<file path="src/rtl/bcd_counter_nd_if.sv">
// Count/load bus of the N-digit BCD counter: control and load value in, count and flags out.
// The interface parameter must match the DIGITS of the counter it is bound to.
interface bcd_counter_nd_if #(
  parameter int unsigned DIGITS = 6
);
  logic                  ena;
  logic                  up;
  logic                  load;
  logic [4*DIGITS-1:0]   d;
  logic [4*DIGITS-1:0]   q;
  logic                  carry;
  logic                  ovf;
  logic                  lderr;

  modport master (
    output ena, up, load, d,
    input  q, carry, ovf, lderr
  );

  modport slave (
    input  ena, up, load, d,
    output q, carry, ovf, lderr
  );
endinterface

</file>
<file path="src/rtl/bcd_counter_nd.sv">
// N-digit packed-BCD up/down counter with parallel load, terminal-count pulse,
// sticky overflow flag and selectable wrap/saturate at the terminal count.
module bcd_counter_nd #(
  parameter int unsigned DIGITS   = 6,
  parameter bit          SATURATE = 1'b0
) (
  input logic             f_in,
  input logic             clr_n,
  bcd_counter_nd_if.slave bus
);

  localparam int unsigned Width = 4 * DIGITS;

  logic [Width-1:0]  q_q, q_d;
  logic              carry_q, carry_d;
  logic              ovf_q, ovf_d;
  logic              lderr_q, lderr_d;

  logic [Width-1:0]  inc_val, dec_val;
  logic [DIGITS-1:0] nine, zero, d_bad;
  logic [DIGITS-1:0] inc_c, dec_b;
  logic              all_nine, all_zero, d_legal;

  // Ripple chains: a digit steps only when every lower digit is at its wrap value.
  for (genvar i = 0; i < DIGITS; i++) begin : g_digit
    logic [3:0] dig;
    assign dig      = q_q[4*i +: 4];
    assign nine[i]  = (dig == 4'd9);
    assign zero[i]  = (dig == 4'd0);
    assign d_bad[i] = (bus.d[4*i +: 4] > 4'd9);

    if (i == 0) begin : g_lsd
      assign inc_c[i] = 1'b1;
      assign dec_b[i] = 1'b1;
    end else begin : g_upper
      assign inc_c[i] = inc_c[i-1] & nine[i-1];
      assign dec_b[i] = dec_b[i-1] & zero[i-1];
    end

    assign inc_val[4*i +: 4] = !inc_c[i] ? dig : (nine[i] ? 4'd0 : dig + 4'd1);
    assign dec_val[4*i +: 4] = !dec_b[i] ? dig : (zero[i] ? 4'd9 : dig - 4'd1);
  end

  assign all_nine = &nine;
  assign all_zero = &zero;
  assign d_legal  = ~|d_bad;

  always_comb begin
    q_d     = q_q;
    ovf_d   = ovf_q;
    carry_d = 1'b0;
    lderr_d = 1'b0;
    if (bus.load) begin
      if (d_legal) begin
        q_d   = bus.d;
        ovf_d = 1'b0;
      end else begin
        lderr_d = 1'b1;
      end
    end else if (bus.ena) begin
      if (bus.up) begin
        // Free-running wrap from all 9s to all 0s falls out of the ripple chain.
        if (!(all_nine && SATURATE)) q_d = inc_val;
        if (all_nine) begin
          carry_d = 1'b1;
          ovf_d   = 1'b1;
        end
      end else begin
        if (!(all_zero && SATURATE)) q_d = dec_val;
        if (all_zero) begin
          carry_d = 1'b1;
          ovf_d   = 1'b1;
        end
      end
    end
  end

  always_ff @(posedge f_in or negedge clr_n) begin
    if (!clr_n) begin
      q_q     <= '0;
      carry_q <= 1'b0;
      ovf_q   <= 1'b0;
      lderr_q <= 1'b0;
    end else begin
      q_q     <= q_d;
      carry_q <= carry_d;
      ovf_q   <= ovf_d;
      lderr_q <= lderr_d;
    end
  end

  assign bus.q     = q_q;
  assign bus.carry = carry_q;
  assign bus.ovf   = ovf_q;
  assign bus.lderr = lderr_q;

endmodule

</file>
<file path="src/flat_wrapper.sv">
// flat-port wrapper written by rule: the top's interface ports become plain ports
module bcd_counter_nd_flat 
#(
  parameter int unsigned DIGITS   = 6,
  parameter bit          SATURATE = 1'b0
)
  (f_in, clr_n, bus_ena, bus_up, bus_load, bus_d, bus_q, bus_carry, bus_ovf, bus_lderr);
  bcd_counter_nd_if #(.DIGITS(DIGITS)) bus_i ();
  input logic f_in;
  input logic clr_n;
  input wire logic [$bits(bus_i.ena)-1:0] bus_ena;
  input wire logic [$bits(bus_i.up)-1:0] bus_up;
  input wire logic [$bits(bus_i.load)-1:0] bus_load;
  input wire logic [$bits(bus_i.d)-1:0] bus_d;
  output wire logic [$bits(bus_i.q)-1:0] bus_q;
  output wire logic [$bits(bus_i.carry)-1:0] bus_carry;
  output wire logic [$bits(bus_i.ovf)-1:0] bus_ovf;
  output wire logic [$bits(bus_i.lderr)-1:0] bus_lderr;
  assign bus_i.ena = bus_ena;
  assign bus_i.up = bus_up;
  assign bus_i.load = bus_load;
  assign bus_i.d = bus_d;
  assign bus_q = bus_i.q;
  assign bus_carry = bus_i.carry;
  assign bus_ovf = bus_i.ovf;
  assign bus_lderr = bus_i.lderr;
  bcd_counter_nd #(.DIGITS(DIGITS), .SATURATE(SATURATE)) u_core (.f_in(f_in), .clr_n(clr_n), .bus(bus_i));
endmodule
</file>
<file path="config.mk">
export PLATFORM = sky130hd
export DESIGN_NAME = bcd_counter_nd_flat
export DESIGN_NICKNAME = d
export VERILOG_FILES = /design/src/rtl/bcd_counter_nd_if.sv /design/src/rtl/bcd_counter_nd.sv /design/src/flat_wrapper.sv
export SDC_FILE = /design/constraint.sdc
export NUM_CORES = 1
export LEC_CHECK = 0
export BUFFER_PORTS_ARGS = -buffer_cell sky130_fd_sc_hd__buf_2
export CORE_MARGIN = 8
export CORE_UTILIZATION = 40
export CTS_CLUSTER_SIZE = 28
export DETAILED_ROUTE_END_ITERATION = 16
export PLACE_DENSITY = 0.69
export SYNTH_ARGS = -nofsm -noshare
export SYNTH_HDL_FRONTEND = slang
export SYNTH_SLANG_ARGS = --single-unit
</file>
<file path="constraint.sdc">
create_clock -name f_in -period 2.3 [get_ports f_in]
set_input_delay 0.115 -clock f_in [delete_from_list [all_inputs] [get_ports f_in]]
set_output_delay 0.115 -clock f_in [all_outputs]
set_load 0.05 [all_outputs]
</file>
After elaboration in Yosys (flattened, before gate mapping):

Index checks and enable logic that the tools add are counted.
W data, S select, Z words.

* input bits: 29
* logic and storage cells: 110
* bits in registers: 27
* output and inout bits: 27

* add/sub/neg operators: 12
* bitwise logic cells: 8
* reduce and logical (&&, ||, !) cells: 23
* $lt $le $gt $ge: 6
* equality and inequality tests: 13
* mux-type cells: 39

Operator list (count)
* $mux W24: 4
* $mux W4: 22
* $add A4 B1 Y4 const B: 6
* $eq A4 B4 Y1 const B: 6
* $gt A4 B4 Y1 const B: 6
* $logic_not A4 Y1: 6
* $reduce_and A4 Y1: 6
* $sub A4 B1 Y4 const B: 6
* $ne A3 B1 Y1 const B: 6
* $reduce_bool A3 Y1: 6
* $mux W1: 13
* $reduce_and A6 Y1: 2
* $and A1 B1 Y1: 8
* $reduce_or A6 Y1: 1
* $ne A2 B2 Y1 const B: 1
* $reduce_and A2 Y1: 1
* $reduce_bool A2 Y1: 1

Logic depth before layout (Yosys ltp):

Gate-level depths: netlist of run 1.

* depth in word-level cells: 9
* mapped depth: 7

Worst setup path after synthesis of run 1:

OpenSTA, ideal clock, no wires.

* path kind: flip-flop to flip-flop
* from: reg u_core.q_q[2], in the netlist u_core.bus.q[2]
* to: reg u_core.q_q[21], in the netlist u_core.bus.q[21]
* library setup time: 0.125 ns
* slack: 0.091 ns
* arrival: 2.084 ns
* cell stages (with the launch flop): 7
* data required time: 2.175 ns
* buffers on the path: 1
* cell sequence: dfrtp_1 > buf_4 > and2b_1 > and4_1 > and4_1 > o31ai_2 > mux2_2

* cells in the longest elaborated chain, start to end: 7
* elaborated cells on any way between the ends: 13
* classes of those cells: eq/ne (2); bitwise (8); reduce/logical (3)

RTL lines
* start, declared: line bcd_counter_nd.sv:14 `logic [Width-1:0] q_q, q_d;`
* start signal, assigned: line bcd_counter_nd.sv:85 `q_q <= q_d;`
* $eq A4 B4 Y1 / $logic_not A4 Y1 (equally long branches): line bcd_counter_nd.sv:28, bcd_counter_nd.sv:29
* $and A1 B1 Y1 (on tied branches) (4 in a row): line bcd_counter_nd.sv:36, bcd_counter_nd.sv:37
* $ne A3 B1 Y1 (no source line) / $reduce_bool A3 Y1 (equally long branches)
* $reduce_and A4 Y1 (no source line) *

Mark *: on every way between the ends. The rest lies on a longest branch, timed or not.
A chain may end at the register's enable or synchronous reset.

Worst setup path in the final report of run 1:

* from: reg u_core.q_q[0], in the netlist u_core.bus.q[0]
* to: reg u_core.q_q[10], in the netlist u_core.bus.q[10]

* cells in the longest elaborated chain, start to end: 4
* elaborated cells on any way between the ends: 7
* classes of those cells: eq/ne (2); bitwise (2); reduce/logical (3)

RTL lines (line)
* $eq A4 B4 Y1 / $logic_not A4 Y1 (equally long branches): bcd_counter_nd.sv:28, bcd_counter_nd.sv:29
* $and A1 B1 Y1 (on tied branches): bcd_counter_nd.sv:36, bcd_counter_nd.sv:37
* $ne A3 B1 Y1 (no source line) / $reduce_bool A3 Y1 (equally long branches)
* $reduce_and A4 Y1 (no source line) *

Marked as above.

==> results of run 1 <==
-- critical path: cells and delay by family, from the launching register on --
kind            cells  cell delay [ps]
simple gates        3              860
mux                 1              370
flops               1              660
compound gates      1              140
-- stage by stage --
step                hold slack [ps]  utilization [%]  setup WS, ps
floorplan                      -181                -          91.2
global placement                163             46.2           257
detailed placement              170             46.2           206
CTS                            96.9             47.0           178
global route                    107             47.1          13.6
finish                          102             47.1           162
-- cells in the final DEF (no fill, tap or decap), types with 6 or more instances in the layout --
cell type	Yosys	layout
nand3_1	9	9
o21ai_0	34	34
nor2_1	20	20
mux2_2	7	7
buf_4	2	17
nor3_1	9	9
a31oi_1	8	8
nand2_1	23	23
buf_2	8	55
inv_1	10	10
mux2i_1	7	7
o22ai_1	6	6
a21oi_1	17	17
nor2b_1	9	9
dfrtp_1	27	27
-- final cells by class --
class	instances	area (sq um)	area share, %
Clock buffer	4	45.0	1.53
Inverter	10	37.5	1.28
Multi-Input combinational cell	249	1670	56.9
Sequential cell	27	676	23.0
Tap cell	77	96.3	3.28
Timing Repair Buffer	73	413	14.0
-- power by group --
group | switching, uW | internal, uW
sequential | 351 | 617
combinational | 1160 | 676
clock | 156 | 125
total | 1670 | 1420
-- cells by family after synthesis --
group                     count (synthesis)
and+or+nand+nor                         114
buffers and inverters                    41
xor gates and xnor gates                  5
DFF                                      27
muxes                                    16
AOI/OAI and AO/OA                       114
-- metal layers --
layer / up-vias / track usage, % / part of all wire, %
li1: 1283 / - / -
met1: 1252 / 21.6 / 46
met2: 94 / 26.1 / 46
met3: 9 / 2.36 / 6.5
met4: 0 / 5.76 / 1.7
met5: - / 0 / 0
-- repair_timing --
| action | 4_1_cts | 5_1_grt |
|---|---|---|
| hold buffers | 1 | 0 |
| endpoints found under the hold margin | 27 | 0 |
| endpoints found under the setup margin | 0 | 1 |
| resized for setup | 0 | 2 |
-- flip-flops by register name, summed over array words and instances (netlist names) --
register	cells
u_core.bus.carry	1
u_core.bus.lderr	1
u_core.bus.q	24
u_core.bus.ovf	1
-- how the worst min path moves through the flow --
stage	startpoint	to	slack [ps]	cells past startpoint
5_1_grt	bus_d[20]	u_core.bus.q[20]	110	3
4_1_cts	bus_d[20]	u_core.bus.q[20]	100	3
3_5_place_dp	clr_n	u_core.bus.lderr	170	1
2_1_floorplan	clr_n	u_core.bus.carry	-180	0
3_3_place_gp	clr_n	u_core.bus.carry	160	1
6_report	bus_d[1]	u_core.bus.q[1]	100	3
==> results.yml, run 1 <==
synthesis:
  yosys.area.top_type: "dfrtp_1"
  ys_top_cells_by_area: "dfrtp_1, o21ai_0, nand2_1, a21oi_1, mux2_2"
  synth_xor_xnor_area_share_pct: 1.74
  synth.area.mux_share_pct: 6.94
  seq_area_frac_synth_pct: 26.8
  synth-seq-cells: 27
  syn_inst: 317
  syn_avg_cell_area_sq_um: 7.96
  ys_top_cells_by_count: "o21ai_0, dfrtp_1, nand2_1, nor2_1"
  synthSimpleGateAreaFrac_pct: 27.4
  synth_edf_count: 0
  async_flop_share_pct: 100
  synthAdderAreaFrac_pct: 0
  syn_nets: 346
  ys.flop_type: "dfrtp_1"
  syn-cell-area_sq_mm: 0.00252
  synth.most_common_cell: "o21ai_0"
  synth_compound_area_share_pct: 30.0
  synth.distinct_cells: 67
  synth_top_family_by_area: "compound AO/OA/AOI/OAI gates"
  netlist.area_leader.share_pct: 26.8
  ys_warn_count: 0
setup_path:
  r2r-start: "u_core.bus.q[0]"
  critPathKind: "reg -> reg"
  rrSetupSlack_ps: 160
  critPathCapture: "u_core.bus.q[10]"
  end_kind: "flop"
  reg2reg_depth: 5
  worst_ep_required_time_ps: 2470
  startpoint_type: "flop"
  cp_cell_sequence: "and2b_1 -> and4b_1 -> a21oi_2 -> nor3_2 -> mux2_2"
  critPathMaxStageDelay_ps: 660
  worstPathArrival_ps: 2310
  worstReg2RegEnd: "u_core.bus.q[10]"
  crit_fanout: 15
  cpMaxStageDelayCell: "dfrtp_1"
  crit_start: "u_core.bus.q[0]"
floorplan:
  placementRows: 29
  start_util_pct: 40.4
  io_pins: 56
  core_sq_mm: 0.00624
  design.die.area_sq_mm: 0.00911
  die_h_microns: 95.4
  die_x_microns: 95.4
clock_network:
  cts_setup_buffers: 0
  cts_max_path_buffers: 2
  cts_buffers: 3
  cts_root_buffer: "clkbuf_8"
  cts_tree: "done"
  cts.sinks: 27
  worst_skew_pair.late_latency_ps: 280
  path_clk_slew_ps: 100
  cts.htree.levels: 1
power_and_ir_drop:
  leakagePower_uw: 0.00125
  total_power_uw: 3090
  vdd_drop_max_v: 0.000477
  power_density_mw_per_mm2: 1050
routing:
  vias_per_cell: 6.00
  dr.pass1.iters: 4
  first_iter_violations: 213
  vias: 2638
  wl_per_cell_microns: 16.7
  drc: 0
  drtAntennaViolNets: 0
  postRouteWirelength_mm: 7.36
place:
  gp_congestion: 0.891
  placed_area_sq_mm: 0.00288
  dp_hpwl_mm: 5.54
  place_inst: 435
  port_buffers: 55
timing:
  finalCritPeriodShare_pct: 93.0
  report.final.slew_viol_count: 0
  fmaxAchievable_ghz: 0.468
  finalSetupViolCount: 0
  finalHoldViolations: 0
  worst_pin_slew_ps: 643
  period_minus_slack_ps: 2140
  max_slew_margin_pct: 57.1
  fin_tns_setup_ps: 0
  rsz0062_at_grt: "false"
  fin_skew_ps: 5.91
layout:
  fin_area_sq_mm: 0.00294
  drive_above_1_share_pct: 26.7
  layout.cells.non_filler: 440
  finalNetCount: 393
  area_delta_synth_final_pct: 16.6
  antenna_cells: 0
  fillCellCount: 664
global_routing:
  grt_antenna_before_repair: 0
  gr-total-overflow: 0
  grt.total_usage_pct: 16.2
  first_global_vias: 2556
  grt_first_pass_wirelength_mm: 12.0
  grt_max_degree: 28
hold_path:
  hold_path.class: "in -> reg"
run_status:
  run_status: "finished clean"
run:
  drv_cap: 0
Note: power is estimated with default switching activity, not from simulation.
==> inputs of run 2 (changes only) <==
--- a/config.mk
+++ b/config.mk
@@ -10,7 +10,7 @@
 export CORE_UTILIZATION = 40
 export CTS_CLUSTER_SIZE = 28
 export DETAILED_ROUTE_END_ITERATION = 16
-export PLACE_DENSITY = 0.69
+export PLACE_DENSITY_LB_ADDON = 0.3
 export SYNTH_ARGS = -nofsm -noshare
 export SYNTH_HDL_FRONTEND = slang
 export SYNTH_SLANG_ARGS = --single-unit
==> constraint.sdc (replaced) <==
create_clock -name f_in -period 2 [get_ports f_in]
set_input_delay 0.1 -clock f_in [delete_from_list [all_inputs] [get_ports f_in]]
set_output_delay 0.1 -clock f_in [all_outputs]
set_load 0.05 [all_outputs]
==> run 2 against run 1 <==
Net effect:
- critical path depth stayed put
- via count is 3.8% higher
- clock power increased by 21%
- worst hold slack got worse by 18 ps
- highest routed layer unchanged
==> results.yml, run 2 (same netlist as run 1, synthesis figures left out) <==
timing:
  rsz0062_at_grt: "true"
  fmaxAchievable_ghz: 0.505
  fin_tns_setup_ps: 0
  finalCritPeriodShare_pct: 99.0
  finalSetupViolCount: 0
  fin_skew_ps: 5.18
  finalHoldViolations: 0
  fin_ws_ps: 19.8
  period_minus_slack_ps: 1980
  max_slew_margin_pct: 56.5
  report.final.slew_viol_count: 0
  worst_pin_slew_ps: 653
floorplan:
  placementRows: 29
  die_x_microns: 95.4
  die_h_microns: 95.4
  io_pins: 56
  start_util_pct: 40.4
  core_sq_mm: 0.00624
  design.die.area_sq_mm: 0.00911
global_routing:
  first_global_vias: 2482
  grt_first_pass_wirelength_mm: 12.4
  gr-total-overflow: 0
  grt_max_degree: 34
  grt.total_usage_pct: 16.8
  grt_antenna_before_repair: 0
clock_network:
  path_clk_slew_ps: 100
  cts_buffers: 3
  cts_max_path_buffers: 2
  worst_skew_pair.late_latency_ps: 280
  cts_root_buffer: "clkbuf_8"
  cts.htree.levels: 1
  cts_tree: "done"
  cts.sinks: 27
run_status:
  run_status: "finished clean"
setup_path:
  startpoint_type: "flop"
  rrSetupSlack_ps: 20
  reg2reg_depth: 5
  critPathMaxStageDelay_ps: 460
  cp.depth: 5
  crit_fanout: 5
  cp_top_family: "simple AND/OR/NAND/NOR gates"
  cpMaxStageDelayCell: "dfrtp_2"
  cp_cell_sequence: "nor4_4 -> and4_4 -> nor3_2 -> or3_4 -> mux2_4"
  r2r-start: "u_core.bus.q[3]"
  worstPathArrival_ps: 2150
  path_buf_inv: 0
  end_kind: "flop"
  worst_ep_required_time_ps: 2170
  critPathKind: "reg -> reg"
  crit_start: "u_core.bus.q[3]"
place:
  pre_cts_ws_ps: 50.3
  port_buffers: 55
  gp_congestion: 0.861
  dp_hpwl_mm: 5.78
routing:
  drtAntennaViolNets: 0
  postRouteWirelength_mm: 7.50
  drc: 0
  vias_per_cell: 6.02
  vias: 2739
  first_iter_violations: 170
  wl_per_cell_microns: 16.5
  dr.pass1.iters: 5
layout:
  largest_register_ffs: 24
  drive_above_1_share_pct: 33.3
  layout_commonest_cell: "buf_2"
  finalNetCount: 408
  area_delta_synth_final_pct: 22.6
  mostFrequentLayoutCells: "buf_2, o21ai_0, buf_4, nand2_1, nor2_1"
  antenna_cells: 0
hold_path:
  holdPathStages: 3
  hold_path.class: "in -> reg"
  min-delay-start: "bus_d[20]"
power_and_ir_drop:
  power_density_mw_per_mm2: 1200
  leakagePower_uw: 0.00132
  vdd_drop_max_v: 0.000656
run:
  drv_cap: 0
run 2: worst min-delay path, cell delays in order:
cell     delay (ps)
buf_2            90
nand3_1          70
nand3_1          70
run 2: layer usage:
layer | global-route usage (%) | vias to the layer above | wire length, microns
met1 | 23.1 | 1305 | 3390
met5 | 0 | - | 0
met2 | 27.0 | 110 | 3510
met3 | 2.36 | 8 | 500
met4 | 4.35 | 0 | 99
li1 | - | 1316 | -
run 2: area by class of cell:
cell class,instances,area [sq um]
fillers,651,3150
multi-input cells,249,1680
flip-flops and latches,27,689
repair buffers,88,538
well taps,77,96.3
clock buffers,3,41.3
inverters,10,37.5
clock inverters,1,7.51
run 2: metrics by stage:
step	hold slack, ps	instance area [sq um]	utilization, %	total power [uW]	cells
2_1_floorplan	-196	2560	-	2760	317
5_1_grt	89.7	3090	49.6	3990	455
3_3_place_gp	152	3020	48.5	3340	450
3_5_place_dp	165	3020	48.5	3380	450
4_1_cts	81.6	3080	49.4	3720	455
6_report	84.0	3090	49.6	3720	455
run 2: power by group:
part           leakage (uW)  switching, uW  internal, uW
logic              0.000988           1480           889
registers          0.000315            292           728
clock network     0.0000217            198           142
total               0.00132           1970          1760
run 2: final timing paths:
kind                                    end
setup / recovery           u_core.bus.q[12]
hold / removal             u_core.bus.q[20]
setup reg to reg           u_core.bus.q[12]
hold reg to reg              u_core.bus.ovf
max in group asynchronous  u_core.bus.q[11]
min in group asynchronous  u_core.bus.carry
run 2: timing repair:
item / in CTS / in global routing
endpoints found under the hold margin: 27 / 0
endpoints found under the setup margin: 0 / 8
gates resized for setup: 0 / 4
hold buffers: 1 / 0
setup buffers: 0 / 0
==> inputs of run 3 (changes only) <==
--- a/config.mk
+++ b/config.mk
@@ -11,6 +11,7 @@
 export CTS_CLUSTER_SIZE = 28
 export DETAILED_ROUTE_END_ITERATION = 16
 export PLACE_DENSITY_LB_ADDON = 0.3
+export RECOVER_POWER = 50
 export SYNTH_ARGS = -nofsm -noshare
 export SYNTH_HDL_FRONTEND = slang
 export SYNTH_SLANG_ARGS = --single-unit
==> run 3 against run 2 <==
Net effect:
- first-iteration DRC count rose by 9.4%
- maximum frequency barely moved
- design area fell by 0.45%
- critical path depth did not move
- global-route usage did not move
- core utilization fell by 0.22 points
- combinational power barely moved
- sequential share of layout area rose by 0.10 points
- setup slack barely moved
- sequential power barely moved
- non-clock buffer count did not move
- largest cell class unchanged
==> results.yml, run 3 (same netlist as run 1, synthesis figures left out) <==
run_status:
  run_status: "finished clean"
timing:
  rsz0062_at_grt: "true"
  finalHoldViolations: 0
  period_minus_slack_ps: 1980
  finalCritPeriodShare_pct: 99.0
  max_slew_margin_pct: 51.8
  report.final.slew_viol_count: 0
  worst_pin_slew_ps: 723
  fin_tns_setup_ps: 0
  fin_skew_ps: 4.92
  finalSetupViolCount: 0
  fin_ws_ps: 19.6
  fmaxAchievable_ghz: 0.505
clock_network:
  path_clk_slew_ps: 100
  cts_max_path_buffers: 2
  worst_skew_pair.late_latency_ps: 280
  cts_root_buffer: "clkbuf_8"
  cts_buffers: 3
  cts.sinks: 27
  cts_tree: "done"
  cts.htree.levels: 1
floorplan:
  design.die.area_sq_mm: 0.00911
  die_h_microns: 95.4
  placementRows: 29
  io_pins: 56
  start_util_pct: 40.4
  die_x_microns: 95.4
  core_sq_mm: 0.00624
routing:
  vias: 2723
  postRouteWirelength_mm: 7.49
  first_iter_violations: 186
  vias_per_cell: 5.98
  drtAntennaViolNets: 0
  wl_per_cell_microns: 16.5
  dr.pass1.iters: 5
  drc: 0
setup_path:
  worstPathArrival_ps: 2150
  crit_fanout: 5
  end_kind: "flop"
  worst_ep_required_time_ps: 2170
  critPathKind: "reg -> reg"
  startpoint_type: "flop"
layout:
  finalNetCount: 408
  fillCellCount: 657
  area_delta_synth_final_pct: 22.1
  mostFrequentLayoutCells: "buf_2, o21ai_0, buf_4, nand2_1, nor2_1"
  ff_latch_area_sq_um: 689
  antenna_cells: 0
  layout_commonest_cell: "buf_2"
  multiInputGateArea_sq_mm: 0.00168
  drive_above_1_share_pct: 31.0
  largest_register_ffs: 24
power_and_ir_drop:
  power_density_mw_per_mm2: 1210
  vdd_drop_max_v: 0.000656
  leakagePower_uw: 0.00129
global_routing:
  grt_max_degree: 34
  use_met1_pct: 23.1
  grt-busiest-layer: "met2"
  use_met3_pct: 2.36
  grt.total_usage_pct: 16.8
  first_global_vias: 2482
  gr-total-overflow: 0
  grt_antenna_before_repair: 0
  met2_usage_pct: 27.0
  grt_first_pass_wirelength_mm: 12.4
place:
  gp_congestion: 0.861
  dp_hpwl_mm: 5.78
  pre_cts_ws_ps: 50.3
  port_buffers: 55
run:
  drv_cap: 0
hold_path:
  hold_path.class: "in -> reg"
==> run 3: repair_timing <==
item,4_1_cts,5_1_grt
setup endpoints to repair,0,8
endpoints found under the hold margin,27,0
hold buffers,1,0
gates resized for setup,0,4
buffers inserted,0,0
==> run 3: critical path, stage by stage (launching register included) <==
cell	delay, ps
dfrtp_2	460
nor4_4	370
and4_4	300
nor3_2	70
or3_4	370
mux2_4	300
==> run 3: cell type report <==
type | instances | area share (%)
clock inverters | 1 | 0.244
flip-flops and latches | 27 | 22.4
repair buffers | 88 | 17.0
well taps | 77 | 3.13
multi-input cells | 249 | 54.7
clock buffers | 3 | 1.34
inverters | 10 | 1.22
==> run 3: metal layers <==
| layer | vias up | wire length (microns) | part of all wire (%) |
|---|---|---|---|
| met1 | 1291 | 3360 | 45 |
| met2 | 107 | 3490 | 47 |
| li1 | 1315 | - | - |
| met5 | - | 0 | 0 |
| met3 | 10 | 528 | 7.1 |
| met4 | 0 | 110 | 1.5 |
==> run 3: report_power, final <==
part | switching [uW] | internal, uW
combinational | 1480 | 876
clock | 199 | 142
sequential | 292 | 728
==> run 3: path summary, 6_finish.rpt <==
check                              endpoint  slack (ps)            start  cells after the start
max                        u_core.bus.q[12]          20  u_core.bus.q[3]                      5
min                        u_core.bus.q[20]          80        bus_d[20]                      3
max in group asynchronous  u_core.bus.q[11]        1100            clr_n                      2
min reg2reg                  u_core.bus.ovf         540   u_core.bus.ovf                      2
max reg2reg                u_core.bus.q[12]          20  u_core.bus.q[3]                      5
min in group asynchronous  u_core.bus.q[21]         400            clr_n                      2
==> run 3: through the flow <==
stage / hold WS (ps) / instance area, sq um / power [uW] / util (%) / cells
final: 80.2 / 3080 / 3710 / 49.4 / 455
after global routing: 89.8 / 3080 / 3980 / 49.4 / 455
after CTS: 81.6 / 3080 / 3720 / 49.4 / 455
after floorplan: -196 / 2560 / 2760 / - / 317
after global placement: 152 / 3020 / 3340 / 48.5 / 450
after detailed placement: 165 / 3020 / 3380 / 48.5 / 450
